### config.mk
export PLATFORM = sky130hd
export DESIGN_NAME = fact_bus_if
export DESIGN_NICKNAME = d
export VERILOG_FILES = /design/src/rtl/fact_bus_if.sv
export SDC_FILE = /design/constraint.sdc
export NUM_CORES = 1
export LEC_CHECK = 0
export CORE_MARGIN = 1
export CORE_UTILIZATION = 40
export DETAILED_ROUTE_END_ITERATION = 12
export PLACE_DENSITY = 0.81
export SKIP_LAST_GASP = 1
export SYNTH_ARGS = -nofsm -noshare
export SYNTH_HDL_FRONTEND = slang
export SYNTH_SLANG_ARGS = --single-unit
### constraint.sdc
create_clock -name clk_i -period 3.55 [get_ports clk_i]
set_clock_uncertainty 0.05 [all_clocks]
set_input_delay 0.355 -clock clk_i [delete_from_list [all_inputs] [get_ports clk_i]]
set_output_delay 0.355 -clock clk_i [all_outputs]
set_load 0.01 [all_outputs]
### src/rtl/fact_bus_if.sv
// Memory-mapped register front end for the factorial core: N/GO/STATUS/RESULT
// decode, go pulse generation, sticky status and result capture. FACT_IRQ_EN adds irq_en/irq.
module fact_bus_if #(
    parameter int WIDTH = 32
) (
    input  logic             clk_i,
    input  logic             rst_i,
    input  logic             we_i,
    input  logic             re_i,
    input  logic [1:0]       addr_i,
    input  logic [WIDTH-1:0] wd_i,
    output logic [WIDTH-1:0] rd_o,
    output logic             rd_valid_o,
    output logic [WIDTH-1:0] core_n_o,
    output logic             core_go_o,
    input  logic             core_done_i,
    input  logic             core_err_i,
    input  logic [WIDTH-1:0] core_nf_i,
    output logic             irq_o
);

    // state  | meaning
    // IDLE   | waiting for a go write; N writable
    // START  | core_go asserted for this single cycle
    // WAIT   | core running; sampling core_done/core_err
    typedef enum logic [1:0] {
        S_IDLE  = 2'd0,
        S_START = 2'd1,
        S_WAIT  = 2'd2
    } state_t;

    localparam logic [1:0] A_N      = 2'd0;
    localparam logic [1:0] A_GO     = 2'd1;
    localparam logic [1:0] A_STATUS = 2'd2;
    localparam logic [1:0] A_RESULT = 2'd3;

    state_t           state_q, state_d;
    logic [WIDTH-1:0] n_q, n_d;
    logic [WIDTH-1:0] result_q, result_d;
    logic             done_q, done_d;
    logic             err_q, err_d;
    logic [WIDTH-1:0] rd_q, rd_d;
    logic             rd_valid_q, rd_valid_d;
    logic             irq_en_q, irq_en_d;
    logic             irq_q, irq_d;
    logic [WIDTH-1:0] status;
    logic [WIDTH-1:0] rdata;
    logic             go_acc;

    always_ff @(posedge clk_i or posedge rst_i) begin
        if (rst_i) begin
            state_q    <= S_IDLE;
            n_q        <= '0;
            result_q   <= '0;
            done_q     <= 1'b0;
            err_q      <= 1'b0;
            rd_q       <= '0;
            rd_valid_q <= 1'b0;
            irq_en_q   <= 1'b0;
            irq_q      <= 1'b0;
        end else begin
            state_q    <= state_d;
            n_q        <= n_d;
            result_q   <= result_d;
            done_q     <= done_d;
            err_q      <= err_d;
            rd_q       <= rd_d;
            rd_valid_q <= rd_valid_d;
            irq_en_q   <= irq_en_d;
            irq_q      <= irq_d;
        end
    end

    always_comb begin
        state_d    = state_q;
        n_d        = n_q;
        result_d   = result_q;
        done_d     = done_q;
        err_d      = err_q;
        irq_en_d   = irq_en_q;
        irq_d      = irq_q;
        rd_d       = rd_q;
        rd_valid_d = re_i;
        go_acc     = we_i && (addr_i == A_GO) && wd_i[0] && (state_q == S_IDLE);

        status    = '0;
        status[0] = done_q;
        status[1] = err_q;
        status[2] = (state_q != S_IDLE);
`ifdef FACT_IRQ_EN
        status[8] = irq_en_q;
`endif

        // Mux uses current register values, so a same-cycle write returns the old data.
        rdata = '0;
        case (addr_i)
            A_N:      rdata = n_q;
            A_GO:     rdata = '0;
            A_STATUS: rdata = status;
            A_RESULT: rdata = result_q;
            default:  rdata = '0;
        endcase
        if (re_i) begin
            rd_d = rdata;
        end

        case (state_q)
            S_IDLE: begin
                if (we_i && (addr_i == A_N)) begin
                    n_d = wd_i;
                end
                if (go_acc) begin
                    state_d = S_START;
                    done_d  = 1'b0;
                    err_d   = 1'b0;
                end
            end
            S_START: begin
                state_d = S_WAIT;
            end
            S_WAIT: begin
                if (core_err_i) begin
                    state_d  = S_IDLE;
                    err_d    = 1'b1;
                    done_d   = 1'b1;
                    result_d = '0;
                end else if (core_done_i) begin
                    state_d  = S_IDLE;
                    done_d   = 1'b1;
                    result_d = core_nf_i;
                end
            end
            default: begin
                state_d = S_IDLE;
            end
        endcase

`ifdef FACT_IRQ_EN
        if (we_i && (addr_i == A_STATUS)) begin
            irq_en_d = wd_i[8];
        end
        // Built from next-state values so a go or irq_en=0 clears irq on the same edge.
        irq_d = irq_en_d & done_d;
`else
        irq_en_d = 1'b0;
        irq_d    = 1'b0;
`endif
    end

    assign rd_o       = rd_q;
    assign rd_valid_o = rd_valid_q;
    assign core_n_o   = n_q;
    assign core_go_o  = (state_q == S_START);
    assign irq_o      = irq_q;

endmodule

==> impl_metrics.py <==
metrics = {
    "route": {
        "drt-total-wl_mm": 11.1,
        "wl_per_cell_um": 17.3,
        "remaining_drc_errors": 0,
        "dr.pass1.iters": 5,
        "vias": 3467,
        "drt_iter0_drc": 119,
        "postRouteAntennaNets": 0,
        "viasPerCell": 5.41,
    },
    "sta": {
        "tns_ns": 0,
        "fmax_mhz": 477,
        "timing.final.crit_period_ns": 2.10,
        "max_slew_margin_pct": 25.0,
        "finalCritPeriodShare_pct": 59.1,
        "finalWorstSetupSlack_ns": 1.45,
        "worst_slew_pin_slew_ns": 1.12,
        "setup_viol": 0,
        "rsz0062_at_grt": "false",
        "hold_viol": 0,
        "drv_slew": 0,
    },
    "synthesis": {
        "synth_nets": 453,
        "ys_types": 27,
        "synth_top_area_share_pct": 58.4,
        "yosysSeqAreaShare_pct": 58.4,
        "synth_ff_type": "dfrtp_1",
        "synthCells": 381,
        "ys.warnings.count": 0,
        "synth_seq_cells": 101,
        "synth-async-reset-ratio_pct": 100,
        "synth_edf_count": 0,
        "yosysMostFrequentCell": "dfrtp_1",
        "synth_area_leaders": "dfrtp_1, mux2_4, a22oi_1, nand4_1, o21ai_0",
        "synthTopCellsByCount": "dfrtp_1, nor2_1, nand4_1",
        "synth.avg_cell_area_um2": 11.4,
        "syn_area_um2": 4330,
        "yosys.area.top_type": "dfrtp_1",
    },
    "cts": {
        "cts-buffers-inserted": 9,
        "ctsResizeCount": 0,
        "numClockSinks": 101,
        "cts.reportedPaths.clkPinSlew_ns": 0.10,
        "cts_hold_buffers": 0,
        "clock_latency_ns": 0.35,
        "cts_tree": "built",
        "cts_setup_buffers": 0,
        "ctsHtreeMaxLevel": 3,
        "root_buffer": "clkbuf_8",
        "clk_path_buf_depth": 2,
    },
    "setup_path": {
        "crit_fanout": 16,
        "r2r-end": "core_n_o[10]",
        "worstSetupStartpoint": "addr_i[1]",
        "reg2reg_depth": 3,
        "start_kind": "primary input",
        "worst_setup_path_end_kind": "flip-flop",
        "critPathCapture": "rd_o[14]",
        "crit_arrival_ns": 2.32,
        "rrSetupSlack_ns": 1.57,
        "required_ns": 3.77,
        "crit_type": "primary input to flip-flop",
        "r2r-start": "state_q[0]",
    },
    "die": {
        "die_area_um2": 11200,
        "start_util_pct": 41.5,
        "fp.dieH_um": 106,
        "ioPinCount": 139,
        "rows": 37,
        "die_w_um": 106,
        "core_area_um2": 10400,
    },
    "global_routing": {
        "grt_pass1_wl_mm": 17.5,
        "track_usage_pct": 20.1,
        "grt-ovfl-total": 0,
        "grt_pass1_vias": 3487,
        "grt_max_degree": 66,
        "antenna_found_initial": 0,
    },
    "power_and_ir_drop": {
        "leakage_uw": 0.00268,
        "vdd.ir_drop.worst_uv": 208,
        "power_density_nw_per_um2": 491,
    },
    "cells_and_area": {
        "drive_gt1_share_pct": 12.1,
        "nets": 573,
        "antenna_cells": 0,
        "syn_to_final_growth_pct": 37.4,
    },
    "worst_hold_path": {
        "hold_path_class": "primary input to async pin",
    },
    "placed_design": {
        "dp_hpwl_mm": 7.47,
        "io_buffers": 137,
        "place.gp.congestion": 0.763,
        "dp_worst_setup_slack_ns": 1.05,
    },
    "run": {
        "cap_violations": 0,
    },
    "outcome": {
        "outcome": "complete, no violations",
    },
}
[kinds of logic after synthesis]
logic type,after synthesis,share of synthesized area [%]
other,1,0.0867
flip-flops,101,58.4
multiplexers,34,11.5
AND/OR/NAND/NOR,109,12.2
AO/OA/AOI/OAI,99,13.6
buffers and inverters,37,4.31
[where the power goes]
| group | internal, µW | leakage, µW | switching [µW] | total [µW] |
|---|---|---|---|---|
| logic | 442 | 0.00133 | 286 | 729 |
| registers | 1330 | 0.00126 | 127 | 1460 |
| clock network | 343 | 0.0000906 | 390 | 733 |
| total | 2110 | 0.00268 | 803 | 2920 |
[worst max-delay path, cell delays in order]
cell	delay (ns)
clkdlybuf4s50_1	0.69
and2_1	0.59
buf_4	0.33
a22oi_1	0.13
a21oi_1	0.22
[area by class of cell]
| type | instances | area [µm²] |
|---|---|---|
| tap | 136 | 170 |
| inverter | 3 | 13.8 |
| clock buffer | 10 | 138 |
| sequential | 101 | 2530 |
| timing repair buffer | 143 | 1410 |
| fill | 899 | 4470 |
| multi-input combinational | 243 | 1620 |
| clock inverter | 5 | 61.3 |
[stage by stage]
stage                     power, µW  cell area (µm²)  cells  hold WS (ns)  util [%]
after floorplan                1800             4330    381         0.336         -
after global placement         2180             5750    626         0.418      55.2
after detailed placement       2210             5750    626         0.427      55.2
after CTS                      2940             5940    641         0.422      57.1
after global routing           3050             5940    641         0.465      57.1
final                          2920             5940    641         0.401      57.1
[flip-flops by register name, summed over array words and instances, names as in the netlist]
name,flops
core_n_o,32
state_q,2
done_q,1
rd_o,32
rd_valid_o,1
result_q,32
err_q,1
[how the worst min path moves through the flow]
stage	start	to	slack, ns	cells after the start
after CTS	rst_i	rd_o[15]	0.42	2
after global routing	rst_i	rd_o[15]	0.47	2
after global placement	done_q	done_q	0.42	1
final	rst_i	rd_o[15]	0.40	2
after detailed placement	done_q	done_q	0.43	1
after floorplan	re_i	rd_valid_o	0.34	0
[placed cells by master (no fill, tap or decap), types with 2 or more instances in the layout]
cell type          n
nand4_1           33
clkdlybuf4s50_1  136
nor2_1            35
nand2_1           32
clkbuf_8          10
dfrtp_1          101
o21ai_0           32
a22oi_1           31
mux2_4            30
mux2_2             4
clkinvlp_4         3
a21oi_1           31
inv_1              2
nor2b_1            2
buf_4              6
[per-layer routing]
layer / global-route usage (%) / routed length [µm]
met5: 0 / 0
met4: 5.85 / 106
met3: 3.92 / 678
met2: 33.7 / 5490
met1: 26.6 / 4830
(Power assumes the default switching activity.)
